`config.mk`:
```
export PLATFORM = sky130hd
export DESIGN_NAME = relprime_scheduler
export DESIGN_NICKNAME = d
export VERILOG_FILES = /design/src/rtl/relprime_scheduler.sv
export SDC_FILE = /design/constraint.sdc
export NUM_CORES = 1
export LEC_CHECK = 0
export BUFFER_PORTS_ARGS = -buffer_cell sky130_fd_sc_hd__buf_4
export CORE_ASPECT_RATIO = 0.7
export CORE_MARGIN = 2
export CORE_UTILIZATION = 42
export DETAILED_ROUTE_END_ITERATION = 16
export HOLD_SLACK_MARGIN = 0.15
export PLACE_DENSITY = 0.76
export SLEW_MARGIN = 20
export SYNTH_ARGS = -nofsm -noshare
export SYNTH_HDL_FRONTEND = slang
export SYNTH_SLANG_ARGS = --single-unit
```
`constraint.sdc`:
```
create_clock -name CLK -period 2.09 [get_ports CLK]
set_clock_uncertainty 0.15 [all_clocks]
set_input_delay 0.3135 -clock CLK [delete_from_list [all_inputs] [get_ports CLK]]
set_output_delay 0.3135 -clock CLK [all_outputs]
set_load 0.01 [all_outputs]
```
`src/rtl/relprime_scheduler.sv`:
```
// rtl/relprime_scheduler.sv - round-robin front end sharing one relprime processor
//
// Purpose: arbitrates NUM_REQ requesters onto a single relprime processor, launches
// each job with a START_CYCLES-long start pulse, waits for the result (with a
// watchdog) and returns it to the granted requester.
//
// Ports:
//   CLK, reset            clock, synchronous active-high reset
//   req_valid/req_data    per-requester operand requests (data packed DATA_W per lane)
//   req_ready             one-hot accept pulse, combinational in IDLE
//   rsp_valid             one-hot result pulse toward the granted requester
//   rsp_data/rsp_timeout  result word and abort flag, held until the next DONE
//   busy, grant_id        scheduler occupied / current or last granted index
//   proc_*                processor side: operand, constants, start, result, done
module relprime_scheduler #(
    parameter int NUM_REQ      = 4,
    parameter int DATA_W       = 16,
    parameter int START_CYCLES = 4,
    parameter int TIMEOUT      = 65535,
    localparam int ID_W = (NUM_REQ > 1) ? $clog2(NUM_REQ) : 1,
    localparam int SC_W = (START_CYCLES > 1) ? $clog2(START_CYCLES) : 1,
    localparam int WD_W = $clog2(TIMEOUT)
) (
    input  logic                    CLK,
    input  logic                    reset,
    input  logic [NUM_REQ-1:0]      req_valid,
    input  logic [NUM_REQ*DATA_W-1:0] req_data,
    output logic [NUM_REQ-1:0]      req_ready,
    output logic [NUM_REQ-1:0]      rsp_valid,
    output logic [DATA_W-1:0]       rsp_data,
    output logic                    rsp_timeout,
    output logic                    busy,
    output logic [ID_W-1:0]         grant_id,
    output logic [DATA_W-1:0]       proc_register_value,
    output logic [DATA_W-1:0]       proc_decimal_two,
    output logic [DATA_W-1:0]       proc_decimal_one,
    output logic                    proc_start,
    input  logic [DATA_W-1:0]       proc_out,
    input  logic                    proc_done
);

    typedef enum logic [1:0] {
        S_IDLE  = 2'd0,
        S_START = 2'd1,
        S_WAIT  = 2'd2,
        S_DONE  = 2'd3
    } state_t;

    state_t          state;
    logic [ID_W-1:0] rr_ptr;
    logic [SC_W-1:0] start_cnt;
    logic [WD_W-1:0] wd_cnt;
    logic            done_armed;

    logic            gnt_found;
    logic [ID_W-1:0] gnt_idx;
    logic [ID_W:0]   cand;
    logic            done_accept;

    assign proc_decimal_two = DATA_W'(2);
    assign proc_decimal_one = DATA_W'(1);

    // Rotating search starting at rr_ptr; the first valid index found wins.
    always_comb begin
        gnt_found = 1'b0;
        gnt_idx   = '0;
        cand      = '0;
        for (int i = 0; i < NUM_REQ; i++) begin
            cand = {1'b0, rr_ptr} + (ID_W+1)'(i);
            if (cand >= (ID_W+1)'(NUM_REQ)) begin
                cand = cand - (ID_W+1)'(NUM_REQ);
            end
            if (!gnt_found && req_valid[cand[ID_W-1:0]]) begin
                gnt_found = 1'b1;
                gnt_idx   = cand[ID_W-1:0];
            end
        end
    end

    // Gated by reset so no accept is signalled while the FSM is being cleared.
    assign req_ready = (state == S_IDLE && gnt_found && !reset)
                     ? (NUM_REQ'(1) << gnt_idx) : '0;
    assign rsp_valid = (state == S_DONE) ? (NUM_REQ'(1) << grant_id) : '0;
    assign busy      = (state != S_IDLE);

    // A done level left over from the previous job is ignored until the
    // processor has been seen with done low during this job.
    assign done_accept = proc_done && done_armed;

    always_ff @(posedge CLK) begin
        if (reset) begin
            state               <= S_IDLE;
            rr_ptr              <= '0;
            start_cnt           <= '0;
            wd_cnt              <= '0;
            done_armed          <= 1'b0;
            rsp_data            <= '0;
            rsp_timeout         <= 1'b0;
            grant_id            <= '0;
            proc_register_value <= '0;
            proc_start          <= 1'b0;
        end else begin
            case (state)
                S_IDLE: begin
                    if (gnt_found) begin
                        proc_register_value <= req_data[gnt_idx*DATA_W +: DATA_W];
                        grant_id            <= gnt_idx;
                        rr_ptr              <= (gnt_idx == ID_W'(NUM_REQ-1)) ? '0 : gnt_idx + 1'b1;
                        proc_start          <= 1'b1;
                        start_cnt           <= '0;
                        done_armed          <= 1'b0;
                        state               <= S_START;
                    end
                end
                S_START: begin
                    if (!proc_done) begin
                        done_armed <= 1'b1;
                    end
                    if (start_cnt == SC_W'(START_CYCLES-1)) begin
                        proc_start <= 1'b0;
                        wd_cnt     <= '0;
                        state      <= S_WAIT;
                    end else begin
                        start_cnt <= start_cnt + 1'b1;
                    end
                end
                S_WAIT: begin
                    if (!proc_done) begin
                        done_armed <= 1'b1;
                    end
                    if (done_accept) begin
                        rsp_data    <= proc_out;
                        rsp_timeout <= 1'b0;
                        state       <= S_DONE;
                    end else if (wd_cnt == WD_W'(TIMEOUT-1)) begin
                        rsp_data    <= '0;
                        rsp_timeout <= 1'b1;
                        state       <= S_DONE;
                    end else begin
                        wd_cnt <= wd_cnt + 1'b1;
                    end
                end
                S_DONE: begin
                    state <= S_IDLE;
                end
                default: begin
                    state <= S_IDLE;
                end
            endcase
        end
    end

endmodule

```
* Yosys cells after proc, flatten, opt, wreduce, memory -nomap -nowiden
Index checks and enable logic that the tools add are counted.
** Storage, ports and cells
- Input bits :: 87
- Flip-flop bits (word level) :: 59
- Logic and storage cells :: 113
** Cells by class
- $lt $le $gt $ge :: 8
- Equal/unequal tests :: 13
- Mux-type cells :: 45
- Add/subtract/negate cells :: 10
- Shifts and indexed selects :: 3
- Reductions and logical operators :: 24
** Operators with widths (number)
- $mux 16 :: 5
- $shiftx 64x7->16 :: 1
- $pmux 16 s2 :: 1
- $mux 2 :: 15
- $add 16x1->16 const B :: 1
- $eq 16x16->1 const B :: 1
- $mux 1 :: 14
- $lt 2x3->1 const B :: 4
- $ne 2x2->1 const B :: 6
- $reduce_and 3->1 :: 4
- $reduce_bool 2->1 :: 5
- $ge 3x3->1 const B :: 3
- $bmux 1 s2 :: 4
- $eq 2x2->1 const B :: 4
- $mux 4 :: 2
- $pmux 2 s4 :: 1
- $shl 1x2->4 const A :: 2
- $sub 2x1->2 const B :: 4
- $add 2x2->3 const B :: 2
- $logic_and 1x1->1 :: 6
- $add 2x1->2 const B :: 2
- $logic_not 1->1 :: 4
- $pmux 1 s2 :: 2
- $pmux 2 s2 :: 1
- 8 further kinds :: 9

* Logic depth before layout (Yosys ltp)
Gate-level depths: netlist (run 1).
- Word-level depth :: 17
- Mapped depth :: 9

* Worst setup path after synthesis (run 1)
OpenSTA, ideal clock, no wires.
- Path type :: register to register
- Start point :: reg state[0]
- End point :: reg wd_cnt[3]
- Slack :: -0.063 ns
- Stages on the path, launching flop included :: 9
- Buffers on the path :: 1
- Library setup time :: 0.127 ns
- Data required time :: 1.813 ns
- Data arrival time :: 1.877 ns
- Cell sequence :: dfxtp_1 inv_1 ha_1 buf_6 and4_1 and4_1 or4b_1 xor2_1 nor2_1
** On the way
- Word-level cells in the longest chain between the ends :: 3
- Elaborated cells on any way between the ends :: 8
- Those cells by class :: 5 x eq/ne; 1 x mux; 2 x reduce/logical
** RTL lines
- from (decl) :: line 49 : state_t state;
- from (signal assigned) :: line 92 : state <= S_IDLE;
- from (signal assigned) :: line 112 : state <= S_START;
- from (signal assigned) :: line 122 : state <= S_WAIT;
- $eq 2x2->1 or $eq 2x1->1 (tied branches) :: line 103 : case (state)
- $ne 2x2->1 (no source line) or $reduce_bool 2->1 (tied branches)
- $reduce_and 4->1 (no source line)
- to (signal assigned) :: line 140 : wd_cnt <= wd_cnt + 1'b1;
- to (decl) :: line 52 : logic [WD_W-1:0] wd_cnt;
Parallel ways exist; a longest one is shown, timed or not.
A chain may end at the register's enable or synchronous reset.

* Worst setup path in the final report (run 1)
- Start point :: reg rr_ptr[1]
- End point :: out req_ready[1]
** On the way
- Word-level cells in the longest chain between the ends :: 17
- Elaborated cells on any way between the ends :: 41
- Those cells by class :: 7 x add/sub; 4 x order compare; 1 x shift; 21 x mux; 8 x reduce/logical
** RTL lines
- from (decl) :: line 50 : logic [ID_W-1:0] rr_ptr;
- from (signal assigned) :: line 108 : rr_ptr <= (gnt_idx == ID_W'(NUM_REQ-1)) ? '0 : gnt_idx + 1'b1;
- parallel branches: the longest is 16 deep, another holds $add 2x1->3
- $mux 4 (*) :: line 82 : ? (NUM_REQ'(1) << gnt_idx) : '0;
- to (decl) :: line 28 : output logic [NUM_REQ-1:0] req_ready,
Mark *: on every way between the ends. The select of a mux whose other input is x is not followed.

==> results of run 1 <==
cell usage in the layout (no fill, tap or decap), types with 3 or more instances in the layout:
cell / n
clkbuf_16: 9
inv_2: 3
and3_1: 4
dlygate4sd3_1: 17
mux2i_1: 17
xnor2_1: 9
dfxtp_1: 56
buf_4: 162
nand2b_1: 3
ha_1: 5
inv_1: 3
nand3_1: 27
and4_1: 4
nor2_1: 26
a221oi_1: 14
nor3_1: 3
nor4_2: 6
and2_1: 16
conb_1: 32
xor2_1: 6
a21oi_1: 21
nand4_1: 4
a211oi_1: 19
o21bai_1: 17
buf_6: 4
nand2_1: 32
logic make-up (layout without fill, tap and decap cells):
| kind of cell | after synthesis | in the layout | synth area share |
|---|---|---|---|
| buf+inv | 64 | 204 | 0.116 |
| other cells | 2 | 32 | 0.00217 |
| compound gates | 89 | 89 | 0.183 |
| xor+xnor | 15 | 15 | 0.0380 |
| simple gates | 151 | 151 | 0.236 |
| flops | 59 | 59 | 0.341 |
| mux | 19 | 19 | 0.0553 |
| fa+ha+maj | 8 | 8 | 0.0289 |
state kept, by name, indices dropped and copies added, names as in the netlist:
signal / cells
state: 2
proc_register_value: 16
rr_ptr: 2
rsp_timeout: 1
rsp_data: 16
grant_id: 2
wd_cnt: 16
start_cnt: 2
proc_start: 1
done_armed: 1
worst max-delay path, stage by stage (launching register included):
cell and delay (ns):
dfxtp_4 0.38, a21oi_2 0.06, o21a_1 0.19, o22ai_2 0.19, and2_4 0.20, nor3b_4 0.20, buf_6 0.13
metrics by stage:
stage	setup TNS, ns	setup slack (ns)	utilization	power (uW)
CTS	-0.0205	-0.0205	0.641	5130
finish	-0.113	-0.0612	0.661	5310
global placement	0	0.0351	0.566	3330
detailed placement	-0.102	-0.0483	0.566	3390
global route	-0.347	-0.100	0.661	5580
floorplan	-0.0999	-0.0383	-	2660
final cells by class:
class / instances / area, sq um / area share
Clock inverter: 5 / 78.8 / 0.0150
Sequential cell: 59 / 1190 / 0.226
Multi-Input combinational cell: 314 / 2170 / 0.414
Tap cell: 101 / 126 / 0.0241
Inverter: 6 / 22.5 / 0.00429
Timing Repair Buffer: 183 / 1430 / 0.273
Clock buffer: 10 / 229 / 0.0436
routing by layer:
| metal | vias to the layer above | global-route usage | wire length (microns) |
|---|---|---|---|
| li1 | 1733 | - | - |
| met1 | 1701 | 0.285 | 4530 |
| met2 | 164 | 0.407 | 5400 |
| met3 | 26 | 0.0569 | 742 |
| met4 | 0 | 0.0902 | 247 |
| met5 | - | 0 | 0 |
power groups by stage:
stage | logic [uW] | clock network, uW | registers [uW]
final | 2240 | 1540 | 1530
after global routing | 2410 | 1610 | 1550
after CTS | 2040 | 1570 | 1520
after detailed placement | 1850 | 0 | 1530
after global placement | 1810 | 0 | 1520
after floorplan | 1070 | 0 | 1590
how the worst max path moves through the flow:
stage,to,cells after the start,startpoint
floorplan,req_ready[2],7,state[0]
global placement,proc_register_value[2],5,rr_ptr[1]
detailed placement,proc_register_value[1],5,rr_ptr[1]
CTS,req_ready[0],6,rr_ptr[1]
global route,req_ready[1],7,state[1]
finish,req_ready[1],6,rr_ptr[1]
timing repair:
item                       in CTS  in global routing
hold endpoints to repair       17                  0
hold buffers                   17                  0
buffers inserted                6                  4
gates resized for setup        21                 25
pin swaps                       5                 11
setup endpoints to repair      22                 24
==> results.json, run 1 <==
{
  "fp-row-count": 27,
  "final_area_sq_mm": 0.00525,
  "yosys_most_used_dff": "dfxtp_1",
  "worstPathRequired_ns": 1.63,
  "antenna_found_initial": 0,
  "viasPerCell": 5.35,
  "hold_violations": 0,
  "clk_path_buf_depth": 2,
  "synth_edf_count": 0,
  "yosys-top-cells-count": "59 x dfxtp_1, 35 x buf_4, 33 x nand2_1",
  "yosysMostFrequentCell": "dfxtp_1",
  "place_inst": 636,
  "leakage_uw": 0.00232,
  "htreeDepth": 3,
  "ant_nets": 0,
  "p_per_area_mw_per_mm2": 1010,
  "synth_top_cell_area_share": 0.341,
  "overflow": 0,
  "syn_inst": 407,
  "maxSlewViolCount": 0,
  "intPower_uw": 3490,
  "max_freq_mhz": 465,
  "portBuffers": 131,
  "ff2ff_path_depth": 7,
  "p_sw_frac": 0.343,
  "min_path_cells": 3,
  "die_area_sq_mm": 0.00899,
  "worstSetupEndpointType": "output pin",
  "max_cap_viol_count": 0,
  "seq_area_frac_synth": 0.341,
  "drive_gt1_frac": 0.385,
  "postPlaceCellArea_sq_mm": 0.00450,
  "clock_latency_ns": 0.33,
  "setup_violations": 2,
  "cts_tree": "yes",
  "ir_worst_vdd_uv": 595,
  "netlist_area_sq_mm": 0.00346,
  "synth_warnings": 0,
  "drc": 0,
  "ios": 164,
  "holdPathEnd": "proc_register_value[2]",
  "hpwl_microns": 7250,
  "clkTransAtPathRegs_ns": 0.05,
  "start_kind": "flip-flop",
  "num-nets-final": 668,
  "fin_hold_ws_ns": 0.181,
  "rsz0062_at_grt": "yes",
  "timing.rr.end": "wd_cnt[3]",
  "nFillCells": 599,
  "setup_ws_ns": -0.0612,
  "r2r_start": "state[0]",
  "ys_async_sr_fraction": 0,
  "fp.dieH_microns": 79.9,
  "path_class": "reg -> out",
  "period_share": 1.03,
  "clockRootBuffer": "clkbuf_16",
  "drtPass1Iterations": 4,
  "numCtsBuffers": 9,
  "ys_ff_latch": 59,
  "p_clk_frac": 0.290,
  "seq_power_share": 0.287,
  "drt_wl_total_microns": 10900,
  "hold_path.class": "in -> reg",
  "status": "finished with violations",
  "cts_sinks": 59,
  "grt_pass1_wl_microns": 17000,
  "synth_largest_area_cell": "dfxtp_1",
  "num_antenna_cells": 0,
  "grt_util_all_layers": 0.235,
  "grt_pass1_vias": 3514,
  "grt_max_degree": 52,
  "tightest_slew_ns": 0.564,
  "crit_arrival_ns": 1.69,
  "wire_per_inst_microns": 16.1,
  "min_from": "req_data[18]",
  "pwr-share-comb": 0.423,
  "synth_area_leaders": "dfxtp_1 34%, buf_4 7.6%, mux2i_1 5.2%",
  "start_util": 0.436,
  "via_count": 3624,
  "worstPathMaxFanout": 5,
  "yosysUniqueCellTypes": 47,
  "die_w_microns": 112,
  "area_growth_pct": 51.7,
  "final.min_clock_period_ns": 2.15,
  "drt_iter0_markers": 164,
  "violations": "setup timing",
  "r2r_slack_ns": 0.04,
  "gp_congestion": 0.900,
  "avgSynthCellArea_sq_um": 8.50,
  "fin_cells": 678,
  "p_sw_uw": 1820,
  "coreArea_sq_mm": 0.00794,
  "maxSlewHeadroom": 0.624
}
Power figures use the tool's default switching activity.
==> run 2: changes to the inputs <==
--- a/config.mk
+++ b/config.mk
@@ -6,12 +6,14 @@
 export NUM_CORES = 1
 export LEC_CHECK = 0
 export BUFFER_PORTS_ARGS = -buffer_cell sky130_fd_sc_hd__buf_4
+export CELL_PAD_IN_SITES_DETAIL_PLACEMENT = 1
+export CELL_PAD_IN_SITES_GLOBAL_PLACEMENT = 1
 export CORE_ASPECT_RATIO = 0.7
 export CORE_MARGIN = 2
-export CORE_UTILIZATION = 42
+export CORE_UTILIZATION = 30
 export DETAILED_ROUTE_END_ITERATION = 16
 export HOLD_SLACK_MARGIN = 0.15
-export PLACE_DENSITY = 0.76
+export PLACE_DENSITY_LB_ADDON = 0.1
 export SLEW_MARGIN = 20
 export SYNTH_ARGS = -nofsm -noshare
 export SYNTH_HDL_FRONTEND = slang
==> run 2 against run 1 <==
The flow still finishes with violations (setup timing). Largest power group unchanged. Largest cell class unchanged. Clock power rose by 12%. Via count fell by 1.7%. Critical path type unchanged. Flip-flop and latch count did not move.
==> results.json, run 2 (synthesis gave the netlist of run 1 again) <==
{
  "status": "finished with violations",
  "violations": "setup timing",
  "hpwl_microns": 8320,
  "postPlaceCellArea_sq_mm": 0.00467,
  "hold_path.class": "in -> reg",
  "cts_tree": "yes",
  "worstPathMaxFanout": 4,
  "ir_worst_vdd_uv": 515,
  "clk_path_buf_depth": 2,
  "area_growth_pct": 56.3,
  "setup_violations": 4,
  "grt_util_all_layers": 0.193,
  "final.min_clock_period_ns": 2.17,
  "antenna_found_initial": 0,
  "drive_gt1_frac": 0.378,
  "start_util": 0.311,
  "ios": 164,
  "dpl_worst_slack_ns": -0.00635,
  "hold_violations": 0,
  "start_kind": "flip-flop",
  "htreeDepth": 3,
  "grt_pass1_vias": 3674,
  "period_share": 1.04,
  "p_per_area_mw_per_mm2": 1020,
  "ant_nets": 0,
  "clkTransAtPathRegs_ns": 0.06,
  "via_count": 3564,
  "wire_per_inst_microns": 15.9,
  "crit_arrival_ns": 1.70,
  "setup_ws_ns": -0.0755,
  "fp-row-count": 32,
  "grt_max_degree": 33,
  "max_freq_mhz": 462,
  "max_cap_viol_count": 0,
  "final_area_sq_mm": 0.00541,
  "grt_pass1_wl_microns": 19100,
  "gp_congestion": 0.816,
  "maxSlewViolCount": 0,
  "drt_iter0_markers": 102,
  "drtPass1Iterations": 4,
  "die_w_microns": 132,
  "num_antenna_cells": 0,
  "utilization": 0.486,
  "fp.dieH_microns": 93.9,
  "rsz0062_at_grt": "yes",
  "drt_wl_total_microns": 11700,
  "largestRegisters": "proc_register_value (16), rsp_data (16), wd_cnt (16)",
  "viasPerCell": 4.82,
  "overflow": 0,
  "nFillCells": 1333,
  "die_area_sq_mm": 0.0124,
  "numCtsBuffers": 9,
  "portBuffers": 131,
  "coreArea_sq_mm": 0.0111,
  "leakage_uw": 0.00238,
  "final_common_cell": "buf_4",
  "worstPathRequired_ns": 1.63,
  "final_cell_mix": "172 x buf_4, 56 x dfxtp_1, 33 x nand2_1",
  "clockRootBuffer": "clkbuf_16",
  "r2r_slack_ns": 0.06,
  "cts_sinks": 59,
  "path_class": "reg -> out",
  "drc": 0,
  "num-nets-final": 677,
  "clock_latency_ns": 0.33,
  "worstSetupEndpointType": "output pin"
}
## run 2: cell count changes in the layout (fill, tap and decap cells not counted), moves of 3 or more
cell	before	now
a221oi_1	14	11
nor4_2	6	1
buf_4	162	172
buf_6	4	1
a221oi_2	2	5
nor4_1	1	5
## run 2: power by group
part | internal [uW] | leakage, uW | switching [uW] | total [uW]
logic | 1120 | 0.00173 | 1150 | 2270
clock network | 1200 | 0.000163 | 535 | 1730
registers | 1360 | 0.000483 | 152 | 1520
total | 3680 | 0.00238 | 1840 | 5520
## run 2: what timing repair did
| item | CTS | global route |
|---|---|---|
| buffers inserted | 3 | 5 |
| pin swaps | 5 | 6 |
| endpoints found under the setup margin | 6 | 16 |
| hold endpoints to repair | 17 | 0 |
| resized for setup | 17 | 18 |
| hold buffers | 17 | 0 |
## run 2: final cells by class
type                    instances  area, sq um  area share
multi-input cells             314         2150       0.397
clock buffers                  12          246      0.0456
repair buffers                192         1510       0.280
well taps                     153          191      0.0354
inverters                       6         22.5     0.00416
clock inverters                 4         97.6      0.0180
flip-flops and latches         59         1190       0.220
## run 2: final timing paths
kind | from | depth (start not counted) | to
max | rr_ptr[1] | 6 | req_ready[0]
min reg2reg | rsp_data[1] | 2 | rsp_data[1]
min | req_data[18] | 3 | proc_register_value[2]
max reg2reg | state[0] | 7 | wd_cnt[3]
## run 2: stage by stage
step	cells	power [uW]	TNS [ns]	hold slack, ns
2_1_floorplan	437	2660	-0.0999	0.300
3_3_place_gp	699	3480	0	0.306
3_5_place_dp	699	3510	-0.00635	0.310
4_1_cts	735	5420	-0.131	0.167
5_1_grt	740	5850	-0.445	0.176
6_report	740	5520	-0.134	0.176
## run 2: per-layer routing
layer,GRT usage,share of wire
met1,0.255,0.48
met3,0.0491,0.059
met4,0.0672,0.017
met5,0,0
met2,0.307,0.45
## run 2: critical path: stages, from the launching register on
cell and delay [ns]:
dfxtp_4 0.37, a21oi_2 0.07, o21a_1 0.21, o22ai_2 0.21, and2_4 0.19, nor3b_4 0.18, buf_4 0.14
==> run 3: changes to the inputs <==
--- a/config.mk
+++ b/config.mk
@@ -6,12 +6,13 @@
 export NUM_CORES = 1
 export LEC_CHECK = 0
 export BUFFER_PORTS_ARGS = -buffer_cell sky130_fd_sc_hd__buf_4
-export CELL_PAD_IN_SITES_DETAIL_PLACEMENT = 1
-export CELL_PAD_IN_SITES_GLOBAL_PLACEMENT = 1
+export CELL_PAD_IN_SITES_DETAIL_PLACEMENT = 2
+export CELL_PAD_IN_SITES_GLOBAL_PLACEMENT = 2
 export CORE_ASPECT_RATIO = 0.7
 export CORE_MARGIN = 2
-export CORE_UTILIZATION = 30
+export CORE_UTILIZATION = 23
 export DETAILED_ROUTE_END_ITERATION = 16
+export GPL_ROUTABILITY_DRIVEN = 0
 export HOLD_SLACK_MARGIN = 0.15
 export PLACE_DENSITY_LB_ADDON = 0.1
 export SLEW_MARGIN = 20
==> run 3 against run 2 <==
The flow still finishes with violations (setup timing). Count of clock-buffer cells in the layout is the same. Largest power group unchanged. Worst setup slack lost 0.024 ns. Critical path type unchanged. Worst hold slack is essentially flat. Largest cell class unchanged. Maximum frequency shrank 1.1%. Die area grew 29%.
==> results.json, run 3 (synthesis gave the netlist of run 1 again) <==
{
  "overflow": 0,
  "status": "finished with violations",
  "critPathSlowestCell": "dfxtp_4",
  "timing.rr.end": "proc_register_value[10]",
  "largestRegisters": "proc_register_value (16), rsp_data (16), wd_cnt (16)",
  "r2r_slack_ns": -0.03,
  "max_freq_mhz": 457,
  "hpwl_microns": 9940,
  "cts_tree": "yes",
  "clock_latency_ns": 0.33,
  "use_met1": 0.237,
  "start_util": 0.235,
  "final.min_clock_period_ns": 2.19,
  "fp.dieH_microns": 107,
  "viasPerCell": 4.65,
  "leakage_uw": 0.00246,
  "use_met2": 0.282,
  "clockRootBuffer": "clkbuf_16",
  "ios": 164,
  "setup_ws_ns": -0.0993,
  "p_per_area_mw_per_mm2": 1020,
  "grt_pass1_vias": 4002,
  "wire_per_inst_microns": 17.4,
  "coreArea_sq_mm": 0.0147,
  "final_cell_mix": "182 x buf_4, 56 x dfxtp_1, 32 x nand2_1, 32 x conb_1, 27 x nand3_1",
  "clkTransAtPathRegs_ns": 0.05,
  "num-nets-final": 689,
  "fp-row-count": 37,
  "drtPass1Iterations": 4,
  "clk_path_buf_depth": 2,
  "cp_top_family": "simple AND/OR/NAND/NOR gates",
  "violations": "setup timing",
  "fin_hold_ws_ns": 0.176,
  "via_count": 3694,
  "cpPeakStageDelay_ns": 0.36,
  "die_w_microns": 151,
  "met3_usage": 0.0396,
  "ant_nets": 0,
  "crit_buf_inv": 2,
  "worstPathMaxFanout": 4,
  "portBuffers": 131,
  "period_share": 1.05,
  "maxSlewViolCount": 0,
  "final_area_sq_mm": 0.00563,
  "rsz0062_at_grt": "yes",
  "ir_worst_vdd_uv": 378,
  "dpl_worst_slack_ns": -0.0448,
  "htreeDepth": 3,
  "grt.busiest_layer": "met2",
  "crit_arrival_ns": 1.73,
  "worstSetupEndpointType": "output pin",
  "cts_sinks": 59,
  "worstPathRequired_ns": 1.63,
  "r2r_start": "rr_ptr[1]",
  "min_from": "proc_done",
  "num_antenna_cells": 0,
  "drt_iter0_markers": 74,
  "grt_pass1_wl_microns": 21800,
  "fin_tns_setup_ns": -0.287,
  "final_common_cell": "buf_4",
  "grt_max_degree": 30,
  "hold_violations": 0,
  "hold_path.class": "in -> reg",
  "setup_violations": 6,
  "utilization": 0.383,
  "max_cap_viol_count": 0,
  "postPlaceCellArea_sq_mm": 0.00476,
  "die_area_sq_mm": 0.0161,
  "ff2ff_path_depth": 10,
  "drc": 0,
  "crit_chain": "buf_6, nand2b_4, a21o_1, and3_4, nor3b_4, buf_4",
  "min_path_cells": 3,
  "area_growth_pct": 62.8,
  "drive_gt1_frac": 0.417,
  "path_class": "reg -> out",
  "numCtsBuffers": 9,
  "holdPathEnd": "done_armed",
  "drt_wl_total_microns": 13800,
  "antenna_found_initial": 0,
  "grt_util_all_layers": 0.175,
  "start_kind": "flip-flop"
}
==> run 3: cell count changes in the layout (fill, tap and decap cells not counted), moves of 2 or more <==
cell,change
buf_4,+10
a221oi_1,-6
a221oi_2,+5
nor4_2,+5
nor4_1,-4
buf_6,+2
inv_1,-2
inv_4,+2
==> run 3: worst register-to-register path, stage by stage, from the launching register on <==
cell and delay [ns]:
dfxtp_4 0.37, buf_6 0.11, nand2b_4 0.12, a21o_1 0.21, nand3_4 0.14, buf_4 0.17
buf_4 0.14, buf_6 0.14, buf_4 0.15, mux2i_1 0.11, a211oi_1 0.22
==> run 3: worst max-delay path by stage <==
stage / startpoint / end / slack [ns] / cells after the start
final: rr_ptr[1] / req_ready[0] / -0.1 / 6
after global routing: rr_ptr[1] / req_ready[3] / -0.15 / 7
after CTS: rr_ptr[1] / req_ready[0] / -0.08 / 6
after detailed placement: state[0] / wd_cnt[3] / -0.04 / 7
after global placement: state[0] / wd_cnt[3] / -0.007 / 7
after floorplan: state[0] / req_ready[2] / -0.04 / 7
==> run 3: report_power, final <==
group	switching, uW	internal [uW]	leakage (uW)
clock network	546	1110	0.000159
logic	1290	1280	0.00182
registers	158	1360	0.000483
total	1990	3750	0.00246
==> run 3: area by class of cell <==
class	instances	area (sq um)
clock inverter	4	72.6
tap	195	244
fill	1665	9090
timing repair buffer	204	1620
inverter	6	27.5
sequential	59	1190
clock buffer	12	256
multi-input combinational	314	2230
==> run 3: per-stage QoR <==
step | cells | power [uW]
detailed placement | 746 | 3620
CTS | 785 | 5560
global placement | 746 | 3570
floorplan | 437 | 2660
finish | 794 | 5740
global route | 794 | 6110
==> run 3: timing repair <==
| item | in CTS | in global routing |
|---|---|---|
| hold endpoints to repair | 16 | 0 |
| endpoints found under the setup margin | 7 | 21 |
| pin swaps | 10 | 13 |
| hold buffers | 16 | 0 |
| buffers inserted | 7 | 9 |
| resized for setup | 27 | 29 |
==> run 3: per-layer routing <==
| metal | wire length, microns | share of wire | up-vias |
|---|---|---|---|
| li1 | - | - | 1780 |
| met1 | 6660 | 0.48 | 1797 |
| met2 | 6350 | 0.46 | 104 |
| met3 | 581 | 0.042 | 13 |
| met4 | 186 | 0.014 | 0 |
| met5 | 0 | 0 | - |
